===== src/rtl/tx_scheduler.sv =====
// Round-robin scheduler sharing one packet_sender among N_REQ sources.
// One grant per frame; the next grant waits until the sender's frame has drained.
module tx_scheduler #(
    parameter int unsigned N_REQ         = 4,
    parameter int unsigned START_TIMEOUT = 4,
    parameter int unsigned IW            = (N_REQ > 1) ? $clog2(N_REQ) : 1,
    parameter type         packet_t      = logic [31:0]
) (
    input  logic             clk,
    input  logic             rst,
    input  logic             en,
    input  logic [N_REQ-1:0] req_valid,
    input  packet_t          req_pkt [N_REQ],
    output logic [N_REQ-1:0] req_ack,
    output logic             snd_valid,
    output packet_t          snd_pkt,
    input  logic             snd_busy,
    output logic [IW-1:0]    grant_id,
    output logic             busy,
    output logic             frame_done,
    output logic             err
);

    localparam int unsigned CW = $clog2(START_TIMEOUT);

    localparam logic [1:0] S_ARB        = 2'd0;
    localparam logic [1:0] S_ISSUE      = 2'd1;
    localparam logic [1:0] S_WAIT_START = 2'd2;
    localparam logic [1:0] S_WAIT_END   = 2'd3;

    logic [1:0]    state;
    logic [IW-1:0] rr_ptr;
    logic [CW-1:0] cnt;
    logic [IW-1:0] scan_idx;
    logic [IW-1:0] win_idx;
    logic          win_found;
    logic          grant;

    // First pending requester at or after rr_ptr, wrapping modulo N_REQ.
    always_comb begin
        win_found = 1'b0;
        win_idx   = '0;
        scan_idx  = '0;
        for (int unsigned i = 0; i < N_REQ; i++) begin
            scan_idx = IW'((32'(rr_ptr) + i) % N_REQ);
            if (!win_found && req_valid[scan_idx]) begin
                win_found = 1'b1;
                win_idx   = scan_idx;
            end
        end
    end

    // Outputs are qualified by rst so nothing leaks out while reset is held.
    assign grant      = rst && en && !snd_busy && win_found && (state == S_ARB);
    assign snd_valid  = rst && (state == S_ISSUE);
    assign frame_done = rst && (state == S_WAIT_END) && !snd_busy;
    assign busy       = (state != S_ARB);

    always_comb begin
        req_ack = '0;
        for (int unsigned i = 0; i < N_REQ; i++) begin
            req_ack[i] = grant && (win_idx == IW'(i));
        end
    end

    always_ff @(posedge clk) begin
        if (!rst) begin
            state    <= S_ARB;
            rr_ptr   <= '0;
            grant_id <= '0;
            snd_pkt  <= '0;
            err      <= 1'b0;
            cnt      <= '0;
        end else begin
            case (state)
                S_ARB: begin
                    if (grant) begin
                        snd_pkt  <= req_pkt[win_idx];
                        grant_id <= win_idx;
                        rr_ptr   <= (win_idx == IW'(N_REQ - 1)) ? '0 : win_idx + 1'b1;
                        state    <= S_ISSUE;
                    end
                end
                S_ISSUE: begin
                    cnt   <= '0;
                    state <= S_WAIT_START;
                end
                S_WAIT_START: begin
                    if (snd_busy) begin
                        state <= S_WAIT_END;
                    end else if (cnt == CW'(START_TIMEOUT - 1)) begin
                        err   <= 1'b1;
                        state <= S_ARB;
                    end else begin
                        cnt <= cnt + 1'b1;
                    end
                end
                default: begin
                    if (!snd_busy) begin
                        state <= S_ARB;
                    end
                end
            endcase
        end
    end

endmodule


===== config.mk =====
export PLATFORM = sky130hd
export DESIGN_NAME = tx_scheduler
export DESIGN_NICKNAME = d
export VERILOG_FILES = /design/src/rtl/tx_scheduler.sv
export SDC_FILE = /design/constraint.sdc
export NUM_CORES = 1
export LEC_CHECK = 0
export CORE_MARGIN = 2
export CORE_UTILIZATION = 43
export CTS_BUF_LIST = sky130_fd_sc_hd__clkbuf_4 sky130_fd_sc_hd__clkbuf_8
export CTS_CLUSTER_DIAMETER = 40
export DETAILED_ROUTE_END_ITERATION = 10
export DONT_BUFFER_PORTS = 1
export PLACE_DENSITY = 0.58
export SKIP_CTS_REPAIR_TIMING = 1
export SLEW_MARGIN = 20
export SYNTH_ARGS = -nofsm -noshare
export SYNTH_HDL_FRONTEND = slang
export SYNTH_SLANG_ARGS = --single-unit
export TNS_END_PERCENT = 20

===== constraint.sdc =====
create_clock -name clk -period 2.4 [get_ports clk]
set_input_delay 0.24 -clock clk [delete_from_list [all_inputs] [get_ports clk]]
set_output_delay 0.24 -clock clk [all_outputs]
set_load 0.05 [all_outputs]

==> results of run 1 <==
-- synth_stat cells (all sizes together) --
| cell type | number | area share [%] |
|---|---|---|
| a211oi | 2 | 0.61 |
| a21boi | 2 | 0.61 |
| a21oi | 5 | 1.0 |
| a31oi | 1 | 0.25 |
| and2 | 7 | 1.8 |
| and3 | 2 | 0.51 |
| buf | 16 | 5.4 |
| clkbuf | 2 | 0.30 |
| dfxtp | 41 | 33 |
| ha | 9 | 4.6 |
| inv | 11 | 1.7 |
| mux2i | 67 | 27 |
| nand2 | 36 | 5.8 |
| nand2b | 2 | 0.51 |
| nand3 | 3 | 0.61 |
| nand4b | 1 | 0.35 |
| nor2 | 6 | 0.91 |
| nor2b | 1 | 0.25 |
| nor4 | 1 | 0.25 |
| o21a | 1 | 0.30 |
| o21ai | 7 | 1.6 |
| o221ai | 32 | 11 |
| o2bb2a | 1 | 0.81 |
| or3 | 1 | 0.45 |
-- per-layer routing --
metal	wire length, µm	track usage, %	up-vias	share of wire (%)
met2	2940	29.2	98	51
li1	-	-	945	-
met1	2190	19.8	897	38
met3	529	5.20	7	9.2
met5	0	0	-	0
met4	86	5.76	0	1.5
-- per-stage QoR --
stage / util, % / hold WS (ns)
after floorplan: - / 0.362
after global placement: 45.8 / 0.364
after detailed placement: 45.8 / 0.367
after CTS: 47.5 / 0.0548
after global routing: 47.6 / 0.0501
final: 47.6 / 0.0696
-- worst paths after layout --
check,from,endpoint,slack [ns],cells after the start
setup / recovery,state[1],req_ack[0],0.16,6
setup reg to reg,state[1],snd_pkt[4],0.51,8
hold reg to reg,rr_ptr[0],rr_ptr[0],0.56,2
hold / removal,rst,cnt[1],0.07,1
-- power by group --
group          internal [mW]  switching [mW]  total, mW
Clock                  0.241           0.228      0.469
Sequential             0.769           0.317       1.09
Combinational          0.219           0.283      0.502
Total                   1.23           0.828       2.06
-- kinds of logic (layout without fill, tap and decap cells) --
| family | count (synthesis) | count (layout) | synth area share (%) |
|---|---|---|---|
| buf+inv | 29 | 29 | 7.33 |
| simple gates | 60 | 60 | 11.4 |
| flops | 41 | 41 | 33.2 |
| fa+ha+maj | 9 | 9 | 4.55 |
| mux | 67 | 67 | 27.1 |
| compound gates | 51 | 51 | 16.5 |
-- layout make-up --
class | count | area share (%)
Tap cell | 72 | 3.42
Timing Repair Buffer | 10 | 4.27
Clock buffer | 8 | 3.46
Inverter | 11 | 1.57
Sequential cell | 41 | 31.1
Multi-Input combinational cell | 187 | 56.2
-- registers in the layout, indices dropped and copies added, names as in the netlist --
signal	count
cnt	2
err	1
grant_id	2
rr_ptr	2
snd_pkt	32
state	2
-- worst reg2reg max path, cell delays in order (launching register included) --
cell and delay (ns):
sky130_fd_sc_hd__dfxtp_1 0.36, sky130_fd_sc_hd__inv_1 0.09, sky130_fd_sc_hd__ha_1 0.21, sky130_fd_sc_hd__nand4b_1 0.13, sky130_fd_sc_hd__nor2_1 0.09, sky130_fd_sc_hd__nor2_4 0.52
sky130_fd_sc_hd__buf_4 0.26, sky130_fd_sc_hd__nand2_1 0.06, sky130_fd_sc_hd__o221ai_1 0.09
==> metrics.md, run 1 <==
| Metric | Value |
|---|---|
| Post-route setup slack | 0.160 ns |
| Summed negative setup slack over all endpoints | 0 ns |
| Buffer type at the clock tree root | sky130_fd_sc_hd__clkbuf_8 |
| Via count | 1947 |
| Slowest-stage cell, CP | sky130_fd_sc_hd__and2_1 |
| Drt via density | 5.92 |
| Kind of end point of the critical path | output pin |
| Count of endpoints failing setup in the final report | 0 |
| Fraction of final layout cells with drive strength greater than 1 | 10.1% |
| Combined flip-flop and latch cell area | 821 µm² |
| Total global routing track utilization | 16.9% |
| Syn Nets | 402 |
| Clk sink count | 41 |
| Count of synthesis-stage warnings from yosys | 0 |
| Power density relative to cell area | 780 nW/µm² |
| Sequential share of the synthesized area | 33.2% |
| Total area of multi-input combinational cells | 1480 µm² |
| Setup WS pre-CTS | 0.131 ns |
| Number of inserted diodes | 0 |
| Final critical delay including setup and external delays | 2.24 ns |
| Largest delay contributor family on the critical path | simple AND/OR/NAND/NOR gates |
| Maximum count of clock buffers along a single path | 2 |
| Htree depth | 2 |
| Clock insertion delay at the later pin of the skew report | 0.29 ns |
| Crit-path max cell delay | 0.47 ns |
| Wire length of the first global-routing pass | 8450 µm |
| Starting Density | 44.7% |
| Slew @ Worst Pin | 0.640 ns |
| Die Outline Area | 6380 µm² |
| Data required, critical path | 2.16 ns |
| Placed inst area | 2540 µm² |
| Antenna violation net count after detailed routing | 0 |
| Most common cell after layout, fill and taps aside | sky130_fd_sc_hd__mux2i_1 |
| Worst path cell trace | inv_1 -> ha_1 -> nand4b_1 -> nor2_1 -> buf_4 -> and2_1 |
| Flip-flop and latch count after synthesis | 41 |
| RSZ-0062 raised after global routing | false |
| Outcome | finished, final reports clean |
| Die Wd | 79.9 µm |
| Rel. slew slack | 57.2% |
| Final worst clock skew | 0.00180 ns |
| Area of the placeable core | 5540 µm² |
| Maximum number of pins on one net before global-route repair | 42 |
| Residual overflow from global routing | 0 |
| Initial detailed-routing violation count | 34 |
| I/O pin total | 178 |
| Maximum operating frequency | 446 MHz |
| Half-perimeter wire length after placement | 4420 µm |
| Total count of max-transition violations in the final report | 0 |
| Placed Instances | 321 |
| Vert. Die Dim | 79.9 µm |
| Worst ir drop on vdd | 0.391 mV |
| Combined area of all synthesized cells | 2470 µm² |
| Worst-path clk slew | 0.07 ns |
| Worst Path Max Fanout | 11 |
| CTS tree | built |
| Number of I/O port buffers | 0 |
| First drt pass iteration count | 4 |
| Number of buffers created by CTS | 5 |
| Count of buffering cells on the critical path with inverters included | 2 |
| Static leakage | 1.00 nW |
| Routed length per instance | 17.5 µm |
| Classification of the worst-slack hold path | input pin to flip-flop |
| Total DRC errors in the routed layout | 0 |
| Startpoint type of the worst setup path | flip-flop |
| Via count of the first global-routing pass | 1803 |
| Number of antenna violations at the first check in global routing | 0 |
| Mean Syn Cell Area | 9.63 µm² |
| Number of rows created at floorplan | 27 |
| Last weighted congestion value of the routability-driven placer | 0.813 |
| Wire length after detailed routing | 5750 µm |
| Max Cap Violations | 0 |
| Leading cell types in the layout, fill and taps excluded | 67 x sky130_fd_sc_hd__mux2i_1, 41 x sky130_fd_sc_hd__dfxtp_1, 35 x sky130_fd_sc_hd__nand2_1 |
| Critical Setup Path Class | flip-flop to output pin |
| Final Cycle Share | 93.4% |
| Post-route cell area | 2640 µm² |
| Final std cells w/o fill | 329 |
| Distinct cells, synth | 31 |
| Total power of the final layout | 2.06 mW |
| Synthesized instance count | 257 |
| Final-layout fill cell count | 556 |
| Nets | 401 |
| Area Overhead vs Synth | 6.57% |
| Final Hold Fails | 0 |
| WP data arrival | 2.00 ns |
(Power assumes the default switching activity.)
==> run 2, diff against run 1 <==
--- a/config.mk
+++ b/config.mk
@@ -11,6 +11,7 @@
 export CTS_CLUSTER_DIAMETER = 40
 export DETAILED_ROUTE_END_ITERATION = 10
 export DONT_BUFFER_PORTS = 1
+export MAX_ROUTING_LAYER = met4
 export PLACE_DENSITY = 0.58
 export SKIP_CTS_REPAIR_TIMING = 1
 export SLEW_MARGIN = 20
==> run 2 against run 1 <==
Hold slack worse by 0.0039 ns. Global-route usage is 0.48 points higher. Sequential power hardly changed. Clock skew rose by 0.00076 ns. Power up 0.16%. Via count is 0.21% higher. Critical path type unchanged. Largest cell class unchanged. Largest power group unchanged.
==> metrics.md, run 2 (synthesis gave the netlist of run 1 again) <==
| Metric | Value |
|---|---|
| Classification of the worst-slack hold path | input pin to flip-flop |
| Vert. Die Dim | 79.9 µm |
| Die Outline Area | 6380 µm² |
| Area of the placeable core | 5540 µm² |
| Placed Instances | 321 |
| Final std cells w/o fill | 329 |
| Most common cell after layout, fill and taps aside | sky130_fd_sc_hd__mux2i_1 |
| Antenna violation net count after detailed routing | 0 |
| Summed negative setup slack over all endpoints | 0 ns |
| Static leakage | 1.00 nW |
| Number of antenna violations at the first check in global routing | 0 |
| Final worst clock skew | 0.00256 ns |
| GRT met3 Usage | 5.09% |
| Total count of max-transition violations in the final report | 0 |
| Starting Density | 44.7% |
| Number of inserted diodes | 0 |
| Worst path cell trace | inv_1 -> ha_1 -> nand4b_1 -> nor2_1 -> buf_4 -> and2_1 |
| Worst ir drop on vdd | 0.392 mV |
| Buffer type at the clock tree root | sky130_fd_sc_hd__clkbuf_8 |
| Via count | 1951 |
| Leading cell types in the layout, fill and taps excluded | 67 x sky130_fd_sc_hd__mux2i_1, 41 x sky130_fd_sc_hd__dfxtp_1, 35 x sky130_fd_sc_hd__nand2_1 |
| Total global routing track utilization | 17.4% |
| Last weighted congestion value of the routability-driven placer | 0.825 |
| Die Wd | 79.9 µm |
| Final-layout fill cell count | 556 |
| Worst-case hold slack | 0.0657 ns |
| Worst Path Max Fanout | 11 |
| Largest register by flop count | snd_pkt |
| Maximum count of clock buffers along a single path | 2 |
| Final Cycle Share | 93.4% |
| Largest delay contributor family on the critical path | simple AND/OR/NAND/NOR gates |
| Largest register FFs | 32 |
| Htree depth | 2 |
| Routed length per instance | 17.6 µm |
| Wire length after detailed routing | 5790 µm |
| Total area of multi-input combinational cells | 1480 µm² |
| Nets | 401 |
| Half-perimeter wire length after placement | 4420 µm |
| Combined flip-flop and latch cell area | 821 µm² |
| WP data arrival | 2.00 ns |
| Global-route track usage on met1 | 19.7% |
| Power density relative to cell area | 781 nW/µm² |
| Register-to-Register Setup Slack | 0.52 ns |
| Outcome | finished, final reports clean |
| RSZ-0062 raised after global routing | false |
| Maximum number of pins on one net before global-route repair | 42 |
| Count of endpoints failing setup in the final report | 0 |
| Slew @ Worst Pin | 0.637 ns |
| Total power of the final layout | 2.06 mW |
| Clk sink count | 41 |
| Startpoint type of the worst setup path | flip-flop |
| Area Overhead vs Synth | 6.57% |
| I/O pin total | 178 |
| First drt pass iteration count | 4 |
| Number of buffers created by CTS | 5 |
| Wire length of the first global-routing pass | 8450 µm |
| Worst-path clk slew | 0.08 ns |
| Residual overflow from global routing | 0 |
| Total DRC errors in the routed layout | 0 |
| Number of I/O port buffers | 0 |
| Met2 Usage GRT | 29.5% |
| Post-route cell area | 2640 µm² |
| Clock insertion delay at the later pin of the skew report | 0.29 ns |
| Final Hold Fails | 0 |
| Slowest-stage cell, CP | sky130_fd_sc_hd__and2_1 |
| CTS tree | built |
| Rel. slew slack | 57.5% |
| Data required, critical path | 2.16 ns |
| Count of buffering cells on the critical path with inverters included | 2 |
| Number of rows created at floorplan | 27 |
| Initial detailed-routing violation count | 50 |
| Crit-path max cell delay | 0.47 ns |
| Drt via density | 5.93 |
| Critical Setup Path Class | flip-flop to output pin |
| Fraction of final layout cells with drive strength greater than 1 | 10.1% |
| Max Cap Violations | 0 |
| Kind of end point of the critical path | output pin |
| Maximum operating frequency | 446 MHz |
| Placed inst area | 2540 µm² |
| Final critical delay including setup and external delays | 2.24 ns |
| Via count of the first global-routing pass | 1797 |
| Global route hottest layer | met2 |
==> run 2: final timing paths <==
kind / endpoint / cells past startpoint / startpoint
worst max-delay path: req_ack[0] / 6 / state[1]
worst min-delay path: cnt[1] / 1 / rst
worst max register to register: snd_pkt[4] / 8 / state[1]
worst min register to register: rr_ptr[0] / 2 / rr_ptr[0]
==> run 2: cell type report <==
cell class,count,share of cell area (%)
Multi-Input combinational cell,187,56.2
Clock buffer,8,3.46
Tap cell,72,3.42
Sequential cell,41,31.1
Timing Repair Buffer,10,4.27
Inverter,11,1.57
==> run 2: where the power goes <==
part	leakage (nW)	total, mW	switching, mW	internal [mW]
sequential	0.334	1.09	0.317	0.769
clock	0.0498	0.472	0.231	0.241
combinational	0.620	0.502	0.283	0.219
total	1.00	2.06	0.831	1.23
==> run 2: layer usage <==
metal,vias to the layer above,part of all wire [%]
li1,946,-
met1,898,38
met2,98,51
met3,9,9.1
met4,0,1.5
met5,-,0
==> run 2: metrics by stage <==
stage | util [%] | worst slack [ns]
floorplan | - | 0.406
global placement | 45.8 | 0.180
detailed placement | 45.8 | 0.131
CTS | 47.5 | 0.0488
global route | 47.6 | 0.0484
finish | 47.6 | 0.157
